$ cat config.mk
export PLATFORM = sky130hd
export DESIGN_NAME = sipo_deserializer
export DESIGN_NICKNAME = d
export VERILOG_FILES = /design/src/rtl/sipo_deserializer.sv
export SDC_FILE = /design/constraint.sdc
export NUM_CORES = 1
export LEC_CHECK = 0
export ABC_AREA = 0
export CELL_PAD_IN_SITES_DETAIL_PLACEMENT = 0
export CELL_PAD_IN_SITES_GLOBAL_PLACEMENT = 1
export CORE_ASPECT_RATIO = 1.2
export CORE_MARGIN = 5
export CORE_UTILIZATION = 43
export CTS_BUF_LIST = sky130_fd_sc_hd__clkbuf_16
export DETAILED_ROUTE_END_ITERATION = 7
export MAX_ROUTING_LAYER = met4
export PLACE_DENSITY = 0.86
export SYNTH_ARGS = -nofsm -noshare
export SYNTH_HDL_FRONTEND = slang
export SYNTH_SLANG_ARGS = --single-unit
$ cat constraint.sdc
create_clock -name CLK -period 2.6 [get_ports CLK]
set_input_delay 0.26 -clock CLK [delete_from_list [all_inputs] [get_ports CLK]]
set_output_delay 0.26 -clock CLK [all_outputs]
set_load 0.005 [all_outputs]
$ cat src/rtl/sipo_deserializer.sv
// sipo_deserializer
//
// Serial-in / parallel-out receiver. One serial bit is taken per clock while
// EN is high; WIDTH bits are assembled into a word that is presented on OUT
// under a VALID/ACK handshake. Framing faults (mid-frame restart, EN-low
// timeout) discard the partial frame and pulse ERR. OVR records a word that
// was overwritten before the consumer acknowledged it.
//
// Ports:
//   CLK      clock, rising edge
//   RST      synchronous reset, active-high, highest priority
//   EN       SIN is valid this cycle
//   SIN      serial data bit
//   START    qualified by EN: SIN is bit 0 of a new frame
//   ACK      consumer accepts OUT, clears VALID
//   OUT      last complete received word
//   VALID    OUT holds an unconsumed word
//   BUSY     a frame is partially received
//   BIT_CNT  bits received so far in the current frame
//   ERR      one-cycle pulse: partial frame discarded
//   OVR      sticky: a word was overwritten before ACK

module sipo_deserializer #(
    parameter int WIDTH     = 16,
    parameter bit MSB_FIRST = 1'b1,
    parameter int TIMEOUT   = 8
) (
    input  logic                     CLK,
    input  logic                     RST,
    input  logic                     EN,
    input  logic                     SIN,
    input  logic                     START,
    input  logic                     ACK,
    output logic [WIDTH-1:0]         OUT,
    output logic                     VALID,
    output logic                     BUSY,
    output logic [$clog2(WIDTH)-1:0] BIT_CNT,
    output logic                     ERR,
    output logic                     OVR
);

    localparam int CW = $clog2(WIDTH);
    localparam int IW = (TIMEOUT > 1) ? $clog2(TIMEOUT + 1) : 1;

    typedef enum logic {
        IDLE  = 1'b0,
        SHIFT = 1'b1
    } state_t;

    state_t           state;
    logic [WIDTH-1:0] shreg;
    logic [IW-1:0]    idle_cnt;

    logic [WIDTH-1:0] first_word;
    logic [WIDTH-1:0] next_word;
    logic             last_bit;
    logic             timeout_hit;

    // The first bit of a frame is placed where a full sequence of shifts will
    // carry it to its final position: the LSB end when shifting left, the
    // MSB end when shifting right. next_word is the register with SIN
    // shifted in and doubles as the completed word on the final bit.
    always_comb begin
        first_word = '0;
        next_word  = '0;
        if (MSB_FIRST) begin
            first_word = {{(WIDTH-1){1'b0}}, SIN};
            next_word  = {shreg[WIDTH-2:0], SIN};
        end else begin
            first_word = {SIN, {(WIDTH-1){1'b0}}};
            next_word  = {SIN, shreg[WIDTH-1:1]};
        end
    end

    assign last_bit = (BIT_CNT == CW'(WIDTH - 1));

    // The abort fires on the edge that samples the TIMEOUT-th consecutive
    // EN-low cycle, so the counter only has to reach TIMEOUT-1 beforehand.
    assign timeout_hit = (TIMEOUT > 0) && (idle_cnt == IW'(TIMEOUT - 1));

    assign BUSY = (state == SHIFT);

    // Single state machine for framing, handshake and fault flags. A resync
    // (START in SHIFT) is checked before completion so that a START on what
    // would have been the final bit restarts the frame instead of finishing
    // it; this is also why ERR and a completion can never coincide.
    always_ff @(posedge CLK) begin
        if (RST) begin
            state    <= IDLE;
            shreg    <= '0;
            idle_cnt <= '0;
            OUT      <= '0;
            VALID    <= 1'b0;
            BIT_CNT  <= '0;
            ERR      <= 1'b0;
            OVR      <= 1'b0;
        end else begin
            ERR <= 1'b0;
            if (ACK && VALID) begin
                VALID <= 1'b0;
            end

            case (state)
                IDLE: begin
                    idle_cnt <= '0;
                    if (EN) begin
                        shreg   <= first_word;
                        BIT_CNT <= CW'(1);
                        state   <= SHIFT;
                    end
                end

                SHIFT: begin
                    if (EN) begin
                        idle_cnt <= '0;
                        if (START) begin
                            ERR     <= 1'b1;
                            shreg   <= first_word;
                            BIT_CNT <= CW'(1);
                        end else if (last_bit) begin
                            // Completion overrides a simultaneous ACK: the
                            // old word is consumed and the new one loads.
                            OUT     <= next_word;
                            VALID   <= 1'b1;
                            if (VALID && !ACK) begin
                                OVR <= 1'b1;
                            end
                            BIT_CNT <= '0;
                            state   <= IDLE;
                        end else begin
                            shreg   <= next_word;
                            BIT_CNT <= BIT_CNT + 1'b1;
                        end
                    end else if (timeout_hit) begin
                        ERR      <= 1'b1;
                        BIT_CNT  <= '0;
                        idle_cnt <= '0;
                        state    <= IDLE;
                    end else begin
                        // With TIMEOUT=0 this simply wraps and is never
                        // compared, which disables the abort.
                        idle_cnt <= idle_cnt + 1'b1;
                    end
                end

                default: begin
                    state <= IDLE;
                end
            endcase
        end
    end

endmodule

### Word-level counts from Yosys, hierarchy flattened

Cells that the tools add are included.

* flip-flop bits (word level): 43
* bits in read-only memories: 0
* memories: 0
* output and inout bits: 24
* bits in writable memories: 0
* bits in latches: 0
* logic and storage cells: 54

* reduce and logical (&&, ||, !) cells: 8
* $lt $le $gt $ge: 0
* multipliers: 0
* $add $sub $neg: 2
* equal/unequal tests: 6
* multiplexer cells: 28
* shift-type cells: 0
* bitwise gates (word level): 2
* divide/modulo/power cells: 0

Operators by type and width (number)
* $mux 15: 4
* $pmux 15 s2: 1
* $mux 4: 7
* $pmux 4 s2: 2
* $mux 1: 13
* $add 4x1->4 const B: 2
* $reduce_and 5->1: 1
* $eq 4x3->1 const B: 1
* $eq 4x4->1 const B: 1
* $ne 2x2->1 const B: 2
* $reduce_and 4->1: 1
* $ne 3x2->1 const B: 1
* $ne 3x3->1 const B: 1
* $reduce_and 3->1: 1
* $logic_and 1x1->1: 2
* $not 1->1: 2
* $pmux 1 s2: 1
* $reduce_and 2->1: 1
* $reduce_or 2->1: 1
* $logic_not 1->1: 1

### Longest topological paths before layout

Gate-level depths: netlist (run 1).

* word-level depth: 6
* mapped depth: 6
* gate-level depth less buffers: 4

### Worst setup path before layout (run 1)

OpenSTA, ideal clock, no wires.

* path type: reg-to-reg
* from: reg BIT_CNT[0]
* to: reg OUT[2]
* arrival time: 1.522 ns
* slack: 0.959 ns
* clock period less this slack: 1.641 ns
* data required time: 2.481 ns
* cell stages (with the launch flop): 7
* cell sequence: dfxtp_1 -> ha_1 -> nand3_2 -> or4_4 -> buf_6 -> buf_12 -> mux2i_1

* cells in the longest elaborated chain, start to end: 2

Ends and longest elaborated chain
* start, declared: line 37 `output logic [$clog2(WIDTH)-1:0] BIT_CNT,`
* start signal, assigned: line 132 `BIT_CNT <= BIT_CNT + 1'b1;`
* $eq 4x4->1: line 75 `assign last_bit = (BIT_CNT == CW'(WIDTH - 1));`
* $reduce_and 4->1 (no source line)
* end signal, assigned: line 123 `OUT <= next_word;`
* end, declared: line 34 `output logic [WIDTH-1:0] OUT,`

Every way passes these cells.
A chain may end at the register's enable or synchronous reset.

### Worst setup path after layout (run 1)

* from: reg BIT_CNT[0]
* to: reg OVR

* cells in the longest elaborated chain, start to end: 2

Ends and longest elaborated chain
* $eq 4x4->1: line 75
* $reduce_and 5->1 (no source line)
* end signal, assigned: line 96 `OVR <= 1'b0;`
* end signal, assigned: line 126 `OVR <= 1'b1;`
* end, declared: line 39 `output logic OVR`

Every way passes these cells.

==> summary.md, run 1 <==
| Metric | Value |
|---|---|
| Status | `finished clean` |
| Cell-internal power | `just over 1 mW` |
| Initial Util | `43.4%` |
| Hold buffer count at cts | `0` |
| Die Y | `slightly below 80 µm` |
| Final period util | `66.5%` |
| Post-Synth Simple-Gate Area | `a little over a fifth` |
| Vias in the first global route | `1,130` |
| Worst hold path depth | `1` |
| CTS tree | `done` |
| Fmax achieved | `around 580 MHz` |
| CP Max Fanout | `14` |
| Net Sw Frac | `19.8%` |
| Share of flip-flops with an asynchronous set or reset | `0%` |
| Final Skew | `4.20 ps` |
| Synthesis Warnings | `0` |
| R2R setup slack | `between 800 and 900 ps` |
| Max-cap violation count | `0` |
| Full die area | `~0.0053 mm²` |
| Net Switching | `around 260 µW` |
| Hold Vio Cnt, Final | `0` |
| Vias/cell | `around 5` |
| Syn_nets | `170` |
| Antenna violations before repair | `0` |
| Grt ovf | `0` |
| Avg Inst Size Synth | `~10 µm²` |
| Routed len/inst | `around 12 µm` |
| GRT Util Overall | `between 10% and 20%` |
| TNS Setup | `0 ps` |
| Cts repair resizes | `0` |
| EDFF count, synth | `0` |
| Global placement routability congestion | `~0.71` |
| Synthesized flop and latch total | `43` |
| DRT Pass-1 Iters | `4` |
| Dpl hpwl | `between 2000 and 2500 µm` |
| Clock root buffer | `clkbuf_16` |
| Synth cell count leaders | `dfxtp_1 (43), nand2b_1 (36), mux2i_1 (17)` |
| Layout area overhead | `26.0%` |
| Global-route wire length before repair | `5060 µm` |
| Worst Hold Class | `reg -> reg` |
| Endpoint class of the critical path | `register` |
| Min-delay src | `idle_cnt[0]` |
| Reg clk slew, reported paths | `~60 ps` |
| LEAKAGE | `0.790 nW` |
| Number of remaining DRC errors | `0` |
| Postcts setup bufs | `0` |
| Placed insts | `approximately 240` |
| Htree depth | `2` |
| Total Wirelength | `just over 3000 µm` |
| Number of buffers created by CTS | `5` |
| # diodes | `0` |
| Drt first-iter violations | `53` |
| Later-pin clock latency in the skew report | `280 ps` |
| Share of layout cells above drive strength 1 | `about 7.9%` |
| Final setup violating endpoints | `0` |
| Nets | `197` |
| Kind of critical path | `reg -> reg` |
| Largest net degree at the start of global routing | `42` |
| WP data arrival | `1920 ps` |
| Most frequent cell after synthesis | `dfxtp_1` |
| Post-route ant nets | `0` |
| Chip width | `around 67 µm` |
| Post-synth top area share | `roughly half` |
| Tmin final | `approximately 1700 ps` |
| Slew @ Worst Pin | `between 600 and 700 ps` |
| Final instance area | `0.00212 mm²` |
| Synth Instances | `between 150 and 200` |
| Largest family of logic cells by synthesized area | `simple AND/OR/NAND/NOR gates` |
| Port Buffers | `29` |
| # fillers | `between 300 and 400` |
| Multiplexer share of the synthesized area | `roughly a tenth` |
| Routed via count | `around 1,200` |
| Crit Reg-Reg Startpoint | `BIT_CNT[0]` |
| Clock sink count | `43` |
| Reg2reg path depth | `4` |
| Unrepaired setup endpoints after global routing | `no` |
| Comb pwr share | `roughly 4.2%` |
| Synth top area cells | `dfxtp_1 (51%), nand2b_1 (13%), mux2i_1 (10%), o22ai_1 (5.2%), clkbuf_1 (1.6%)` |
| Slew headroom | `a little over half` |
| Main synth FF type | `dfxtp_1` |
| Layout Cells excl Fill | `around 240` |
| Row cnt | `25` |
| CTS Buffer Depth | `2` |
| Worst Path Required | `2790 ps` |
| Proportion of power drawn by the clock network | `between 40% and 50%` |
| Startpoint types | `register` |
| Ports | `30` |
| Adder-cell share of the synthesized area | `1.49%` |
| PwrDens | `~610 mW/mm²` |
| WHS Endpoint | `idle_cnt[0]` |
| Worst R2R End | `OVR` |
| Area leader, netlist | `dfxtp_1` |
| Cell area after synthesis | `0.00168 mm²` |
| Sequential share of power | `between 50 and 60%` |
| VDD IR max | `between 400 and 500 µV` |
| Register area share after synthesis | `~51%` |
| Area after DPL | `0.00199 mm²` |
| Core area | `about 0.0039 mm²` |
| Compound-Gate Fraction of Synth Area | `a little over a tenth` |
| Pins Over Slew Limit | `0` |
| XOR/XNOR Fraction of Synth Area | `approximately 1.0%` |
| Yosys cell types | `34` |
==> final cells by class <==
cell class / count / area (µm²) / area share (%)
sequential: 43 / 861 / 40.6
multi-input combinational: 105 / 747 / 35.2
timing repair buffer: 30 / 298 / 14.0
clock buffer: 5 / 125 / 5.90
tap: 54 / 67.6 / 3.18
inverter: 4 / 15.0 / 0.708
clock inverter: 2 / 8.76 / 0.413
==> kinds of logic (layout without fill, tap and decap cells) <==
kind of cell,Yosys count,in the layout
XOR/XNOR,2,2
multiplexers,17,17
AND/OR/NAND/NOR,56,56
adder cells (fa/ha/maj),2,2
AO/OA/AOI/OAI,28,28
buffers and inverters,14,41
flip-flops,43,43
==> sequential cells by signal, summed over array words and instances (netlist names) <==
signal	count
shreg	15
ERR	1
OUT	16
idle_cnt	4
BIT_CNT	4
VALID	1
BUSY	1
OVR	1
==> worst max path at each step <==
| stage | start | endpoint | cells past startpoint |
|---|---|---|---|
| floorplan | BIT_CNT[0] | OUT[2] | 6 |
| global route | BIT_CNT[0] | OVR | 4 |
| detailed placement | EN | OVR | 4 |
| global placement | EN | OVR | 4 |
| finish | BIT_CNT[0] | OVR | 4 |
| CTS | BIT_CNT[0] | OVR | 4 |
==> placed cells by master, fill, tap and decap left out, types with 2 or more instances in the layout <==
cell,Yosys,layout
a21oi_1,5,5
a311oi_1,2,2
clkbuf_16,0,5
clkdlybuf4s50_1,0,29
dfxtp_1,43,43
ha_1,2,2
inv_1,2,2
inv_2,2,2
mux2i_1,17,17
nand2_1,4,4
nand2b_1,36,36
nand3_1,3,3
nor2_1,4,4
o22ai_1,14,14
==> metal layers <==
layer / share of wire, % / GRT usage (%)
met2: 48 / 19.9
met4: 0.96 / 3.65
met3: 5.6 / 4.29
met1: 45 / 14.9
met5: 0 / -
==> critical path, cell delays in order, from the launching register on <==
cell and delay [ps]:
dfxtp_1 410, ha_1 230, nand3_2 150, or4_4 600, o31ai_1 260
==> per-stage QoR <==
| stage | hold WS, ps | total power [mW] | utilization [%] | setup WS (ps) |
|---|---|---|---|---|
| 6_report | 461 | 1.29 | 54.7 | 870 |
| 5_1_grt | 495 | 1.34 | 54.7 | 748 |
| 4_1_cts | 468 | 1.30 | 54.7 | 862 |
| 3_5_place_dp | 453 | 0.738 | 51.3 | 655 |
| 3_3_place_gp | 428 | 0.737 | 51.3 | 688 |
| 2_1_floorplan | 392 | 0.716 | - | 959 |
==> power groups by stage <==
stage,combinational (mW),clock [mW],sequential [mW]
3_5_place_dp,0.0548,0,0.683
4_1_cts,0.0551,0.580,0.668
5_1_grt,0.0596,0.609,0.669
6_report,0.0543,0.568,0.669
3_3_place_gp,0.0541,0,0.683
2_1_floorplan,0.0332,0,0.682
Note: power is estimated with default switching activity, not from simulation.
==> inputs of run 2 (changes only) <==
--- a/config.mk
+++ b/config.mk
@@ -10,11 +10,11 @@
 export CELL_PAD_IN_SITES_GLOBAL_PLACEMENT = 1
 export CORE_ASPECT_RATIO = 1.2
 export CORE_MARGIN = 5
-export CORE_UTILIZATION = 43
+export CORE_UTILIZATION = 36
 export CTS_BUF_LIST = sky130_fd_sc_hd__clkbuf_16
 export DETAILED_ROUTE_END_ITERATION = 7
 export MAX_ROUTING_LAYER = met4
-export PLACE_DENSITY = 0.86
+export PLACE_DENSITY = 0.77
 export SYNTH_ARGS = -nofsm -noshare
 export SYNTH_HDL_FRONTEND = slang
 export SYNTH_SLANG_ARGS = --single-unit
==> constraint.sdc (replaced) <==
create_clock -name CLK -period 1.5 [get_ports CLK]
set_input_delay 0.15 -clock CLK [delete_from_list [all_inputs] [get_ports CLK]]
set_output_delay 0.15 -clock CLK [all_outputs]
set_load 0.005 [all_outputs]
==> summary.md, run 2 (synthesis gave the netlist of run 1 again) <==
| Metric | Value |
|---|---|
| Status | `finished clean` |
| Max reg flops | `16 (unchanged)` |
| Comb pwr share | `5.3% (+1.1 points)` |
| Cell-internal power | `1.81 mW (+75%)` |
| Fmax achieved | `678 MHz (+17%)` |
| Antenna violations before repair | `0 (unchanged)` |
| Worst hold path depth | `1 (unchanged)` |
| Pins Over Slew Limit | `0 (unchanged)` |
| Commonest non-fill, non-tap cells in the layout | `dfxtp_1 (40), nand2b_1 (36), clkdlybuf4s50_1 (29)` |
| Worst R2R End | `OUT[8]` |
| CP Max Fanout | `14 (unchanged)` |
| Unrepaired setup endpoints after global routing | `yes` |
| Vias/cell | `4.91 (-3.5%)` |
| Worst Path Required | `1700 ps (-1090 ps)` |
| Placed insts | `250 (+5.9%)` |
| Seq. cell area | `870 µm² (+1.0%)` |
| Number of buffers created by CTS | `5 (unchanged)` |
| CP top delay family | `simple AND/OR/NAND/NOR gates` |
| Core area | `0.00456 mm² (+18%)` |
| # diodes | `0 (unchanged)` |
| Port Buffers | `29 (unchanged)` |
| Clock sink count | `43 (unchanged)` |
| Htree depth | `2 (unchanged)` |
| Nets | `207 (+5.1%)` |
| Proportion of power drawn by the clock network | `44.1% (about the same)` |
| # fillers | `419 (+11%)` |
| Reg clk slew, reported paths | `60 ps (about the same)` |
| Global-route wire length before repair | `5730 µm (+13%)` |
| CP startpoint | `BIT_CNT[1]` |
| Net Switching | `467 µW (+83%)` |
| Largest net degree at the start of global routing | `42 (unchanged)` |
| Total power | `2.28 mW (+77%)` |
| CP cell instances | `ha_4 > nand3_4 > or4_4 > mux2i_1` |
| Initial Util | `36.9% (-6.5 points)` |
| Slew @ Worst Pin | `344 ps (-334 ps)` |
| Postcts setup bufs | `0 (unchanged)` |
| Final instance area | `0.00225 mm² (+6.2%)` |
| Kind of critical path | `reg -> reg` |
| Clock root buffer | `clkbuf_16` |
| DRT Pass-1 Iters | `4 (unchanged)` |
| WP data arrival | `1670 ps (-250 ps)` |
| Dpl hpwl | `2260 µm (+6.7%)` |
| Slowest cell on crit path | `or4_4` |
| Vias in the first global route | `1,254 (+11%)` |
| Drt first-iter violations | `73 (+38%)` |
| Die Y | `84.9 µm (+8.1%)` |
| Area occupied by multi-input gates | `774 µm² (+3.7%)` |
| Net Sw Frac | `20.5% (+0.72 points)` |
| Share of layout cells above drive strength 1 | `14.5% (+6.6 points)` |
| Layout area overhead | `33.9%` |
| Layout Cells excl Fill | `258 (+6.2%)` |
| Sequential share of power | `50.6% (-1.2 points)` |
| Tmin final | `1470 ps (-255 ps)` |
| Area after DPL | `0.00211 mm² (+6.0%)` |
| Final setup violating endpoints | `0 (unchanged)` |
| Later-pin clock latency in the skew report | `280 ps (about the same)` |
| Global placement routability congestion | `0.864 (+22%)` |
| Full die area | `0.00615 mm² (+17%)` |
| Routed len/inst | `13.2 µm (+6.1%)` |
| Total Wirelength | `3400 µm (+13%)` |
| Hold Vio Cnt, Final | `0 (unchanged)` |
| TNS Setup | `0 ps (unchanged)` |
| Largest Register | `OUT` |
| Max-cap violation count | `0 (unchanged)` |
| Max incr delay on CP | `580 ps (-20 ps)` |
| WHS Endpoint | `idle_cnt[0]` |
| Worst Hold Class | `reg -> reg` |
| Post-route ant nets | `0 (unchanged)` |
| Row cnt | `27 (+8.0%)` |
| Grt ovf | `0 (unchanged)` |
| Ports | `30 (unchanged)` |
| CTS tree | `done` |
| PwrDens | `1010 mW/mm² (+66%)` |
| LEAKAGE | `0.863 nW (+9.1%)` |
| Worst path bufs/invs | `0 (unchanged)` |
| Final Skew | `3.02 ps (-1.18 ps)` |
| Number of remaining DRC errors | `0 (unchanged)` |
| GRT Util Overall | `12.1% (-0.41 points)` |
| Min-delay src | `idle_cnt[0]` |
| Commonest non-fill, non-tap cell in the layout | `dfxtp_1` |
| Routed via count | `1,267 (+2.4%)` |
| Slew headroom | `76.8% (+22 points)` |
| Final period util | `98.3% (+32 points)` |
| VDD IR max | `648 µV (+52%)` |
| Reg2reg path depth | `4 (unchanged)` |
| Endpoint class of the critical path | `register` |
| Chip width | `72.4 µm (+7.9%)` |
| Crit Reg-Reg Startpoint | `BIT_CNT[1]` |
| Startpoint types | `register` |
| R2R setup slack | `30 ps (-840 ps)` |
| CTS Buffer Depth | `2 (unchanged)` |
| Biggest regs | `OUT x16, shreg x15` |
-- run 2: cell type report --
class | count | area share (%)
multi-input cells | 105 | 34.4
inverters | 4 | 0.666
flip-flops and latches | 43 | 38.6
clock inverters | 3 | 0.555
well taps | 58 | 3.22
clock buffers | 5 | 5.55
repair buffers | 40 | 17.1
-- run 2: power groups by stage --
| stage | clock, mW | combinational [mW] | sequential (mW) |
|---|---|---|---|
| floorplan | 0 | 0.0586 | 1.18 |
| global placement | 0 | 0.116 | 1.18 |
| detailed placement | 0 | 0.118 | 1.18 |
| CTS | 1.04 | 0.118 | 1.15 |
| global route | 1.10 | 0.130 | 1.15 |
| finish | 1.01 | 0.120 | 1.15 |
-- run 2: worst max-delay path by stage --
stage | end | cells after the start
2_1_floorplan | OUT[2] | 6
5_1_grt | OUT[8] | 4
6_report | OUT[8] | 4
3_5_place_dp | OVR | 4
3_3_place_gp | OVR | 4
4_1_cts | OUT[8] | 4
-- run 2: metal layers --
layer	share of wire (%)	global-route usage [%]
met5	0	-
met4	1.4	5.20
met3	5.4	4.74
met2	46	17.4
met1	48	15.0
-- run 2: stage by stage --
| stage | hold WS [ps] | setup slack (ps) | utilization [%] |
|---|---|---|---|
| final | 450 | 25.5 | 49.4 |
| after global routing | 477 | -39.2 | 49.4 |
| after CTS | 457 | 7.46 | 49.2 |
| after detailed placement | 446 | -205 | 46.2 |
| after global placement | 427 | -187 | 46.2 |
| after floorplan | 282 | -15.5 | - |
-- run 2: what timing repair did --
item                                    CTS  global route
hold buffers                              0             0
pin swaps                                 1             1
endpoints found under the setup margin    1            14
gates resized for setup                   0             2
==> inputs of run 3 (changes only) <==
--- a/config.mk
+++ b/config.mk
@@ -10,11 +10,13 @@
 export CELL_PAD_IN_SITES_GLOBAL_PLACEMENT = 1
 export CORE_ASPECT_RATIO = 1.2
 export CORE_MARGIN = 5
-export CORE_UTILIZATION = 36
+export CORE_UTILIZATION = 42
 export CTS_BUF_LIST = sky130_fd_sc_hd__clkbuf_16
 export DETAILED_ROUTE_END_ITERATION = 7
+export DONT_BUFFER_PORTS = 1
+export GPL_TIMING_DRIVEN = 0
 export MAX_ROUTING_LAYER = met4
-export PLACE_DENSITY = 0.77
+export PLACE_DENSITY = 0.75
 export SYNTH_ARGS = -nofsm -noshare
 export SYNTH_HDL_FRONTEND = slang
 export SYNTH_SLANG_ARGS = --single-unit
==> summary.md, run 3 (synthesis gave the netlist of run 1 again) <==
| Metric | Value |
|---|---|
| Routed len/inst | `15.0 µm (+14%)` |
| Number of buffers created by CTS | `5 (unchanged)` |
| Area after DPL | `0.00178 mm² (-16%)` |
| Slew @ Worst Pin | `415 ps (+71.8 ps)` |
| WHS Endpoint | `ERR` |
| Final Skew | `3.15 ps (+0.134 ps)` |
| Htree depth | `2 (unchanged)` |
| LEAKAGE | `0.753 nW (-13%)` |
| Endpoint class of the critical path | `register` |
| Drt first-iter violations | `38 (-48%)` |
| Commonest non-fill, non-tap cell in the layout | `dfxtp_1` |
| Pins Over Slew Limit | `0 (unchanged)` |
| Max-cap violation count | `0 (unchanged)` |
| Number of remaining DRC errors | `0 (unchanged)` |
| Later-pin clock latency in the skew report | `280 ps (about the same)` |
| Dpl hpwl | `2400 µm (+6.3%)` |
| Slew headroom | `72.3% (-4.5 points)` |
| Reg clk slew, reported paths | `60 ps (about the same)` |
| CP Max Fanout | `6 (-8)` |
| Commonest non-fill, non-tap cells in the layout | `dfxtp_1 (40), nand2b_1 (36), mux2i_1 (17)` |
| Tmin final | `1560 ps (+80.7 ps)` |
| Antenna violations before repair | `0 (unchanged)` |
| Vias in the first global route | `1,200 (-4.3%)` |
| CTS tree | `done` |
| Die Y | `79.4 µm (-6.5%)` |
| Reg2reg path depth | `5 (+1)` |
| Largest Register | `OUT` |
| Finished Core Util | `51.0% (+1.5 points)` |
| Final instance area | `0.00199 mm² (-12%)` |
| Min-delay src | `START` |
| Fmax achieved | `643 MHz (-5.2%)` |
| GRT Util Overall | `14.2% (+2.0 points)` |
| DRT Pass-1 Iters | `4 (unchanged)` |
| Nets | `181 (-13%)` |
| Worst Hold Class | `in -> reg` |
| Worst Path Required | `1670 ps (-30 ps)` |
| Worst hold path depth | `2 (+1)` |
| Failing checks | `setup timing` |
| Kind of critical path | `reg -> reg` |
| Crit Reg-Reg Startpoint | `BIT_CNT[0]` |
| Port Buffers | `0 (-100%)` |
| Global-route wire length before repair | `5450 µm (-4.8%)` |
| Largest net degree at the start of global routing | `13 (-69%)` |
| Row cnt | `25 (-7.4%)` |
| Placed insts | `216 (-14%)` |
| Total Wirelength | `3430 µm (+0.85%)` |
| Share of layout cells above drive strength 1 | `15.5% (+1.0 points)` |
| PwrDens | `1120 mW/mm² (+11%)` |
| Max reg flops | `16 (unchanged)` |
| Hold Vio Cnt, Final | `0 (unchanged)` |
| Post-route ant nets | `0 (unchanged)` |
| WP data arrival | `1720 ps (+50 ps)` |
| Vias/cell | `5.14 (+4.6%)` |
| Worst R2R End | `OUT[14]` |
| VDD IR max | `648 µV (about the same)` |
| R2R setup slack | `-60 ps (-80 ps)` |
| CTS Buffer Depth | `2 (unchanged)` |
| Biggest regs | `OUT x16, shreg x15` |
| Ports | `30 (unchanged)` |
| Final WS setup | `-55.2 ps (-80.7 ps)` |
| # diodes | `0 (unchanged)` |
| Final setup violating endpoints | `13 (+13)` |
| Layout Cells excl Fill | `228 (-12%)` |
| Full die area | `0.00538 mm² (-13%)` |
| Chip width | `67.8 µm (-6.4%)` |
| Clock sink count | `43 (unchanged)` |
| Total power | `2.23 mW (-2.2%)` |
| Global placement routability congestion | `0.756 (-13%)` |
| Routed via count | `1,171 (-7.6%)` |
| Initial Util | `43.1% (+6.1 points)` |
| Layout area overhead | `18.4%` |
| Status | `complete, but fails checks` |
| Unrepaired setup endpoints after global routing | `yes` |
| Startpoint types | `register` |
| Core area | `0.00391 mm² (-14%)` |
| Clock root buffer | `clkbuf_16` |
| Final period util | `104% (+5.4 points)` |
| Grt ovf | `0 (unchanged)` |
==> run 3: worst max-delay path by stage <==
| stage | start | to | slack, ps | depth (start not counted) |
|---|---|---|---|---|
| 4_1_cts | BIT_CNT[0] | OUT[10] | -60 | 4 |
| 2_1_floorplan | BIT_CNT[1] | OUT[2] | -20 | 6 |
| 5_1_grt | BIT_CNT[0] | OUT[14] | -100 | 5 |
| 3_3_place_gp | BIT_CNT[1] | BIT_CNT[0] | -130 | 6 |
| 3_5_place_dp | BIT_CNT[0] | BIT_CNT[0] | -140 | 6 |
| 6_report | BIT_CNT[0] | OUT[14] | -60 | 5 |
==> run 3: cell type report <==
cell class              count  area [µm²]
plain buffers               7        53.8
clock buffers               5         125
clock inverters             3        11.3
fillers                   372        1920
inverters                   4        15.0
multi-input cells         105         778
flip-flops and latches     43         870
well taps                  54        67.6
repair buffers              7        72.6
==> run 3: critical path, cell delays in order, from the launching register on <==
cell       delay [ps]
dfxtp_4           390
ha_4              160
nand3_4            90
or4_4             500
clkbuf_16         190
mux2i_1           110
==> run 3: through the flow <==
step	setup slack (ps)	TNS, ps	hold WS, ps
6_report	-55.2	-445	6.84
4_1_cts	-56.9	-642	0.692
3_3_place_gp	-132	-2250	288
3_5_place_dp	-142	-2670	293
2_1_floorplan	-15.5	-138	282
5_1_grt	-95.3	-1330	20.0
==> run 3: layer usage <==
| metal | vias to the layer above | share of wire, % | GRT usage, % | wire length (µm) |
|---|---|---|---|---|
| li1 | 590 | - | - | - |
| met1 | 547 | 39 | 14.1 | 1320 |
| met2 | 26 | 53 | 23.7 | 1810 |
| met3 | 8 | 6.8 | 4.95 | 234 |
| met4 | 0 | 1.9 | 7.75 | 65 |
| met5 | - | 0 | - | 0 |
==> run 3: report_power, final <==
group          internal [mW]  total [mW]  switching (mW)
Sequential              1.15        1.16          0.0110
Clock                  0.598       0.991           0.393
Combinational         0.0367      0.0800          0.0433
Total                   1.78        2.23           0.447
==> run 3: what timing repair did <==
| action | CTS | global route |
|---|---|---|
| hold endpoints to repair | 1 | 0 |
| hold buffers | 1 | 0 |
| gates cloned | 0 | 1 |
| endpoints found under the setup margin | 29 | 32 |
| buffers inserted | 2 | 3 |
| pin swaps | 1 | 1 |
| gates resized for setup | 4 | 3 |
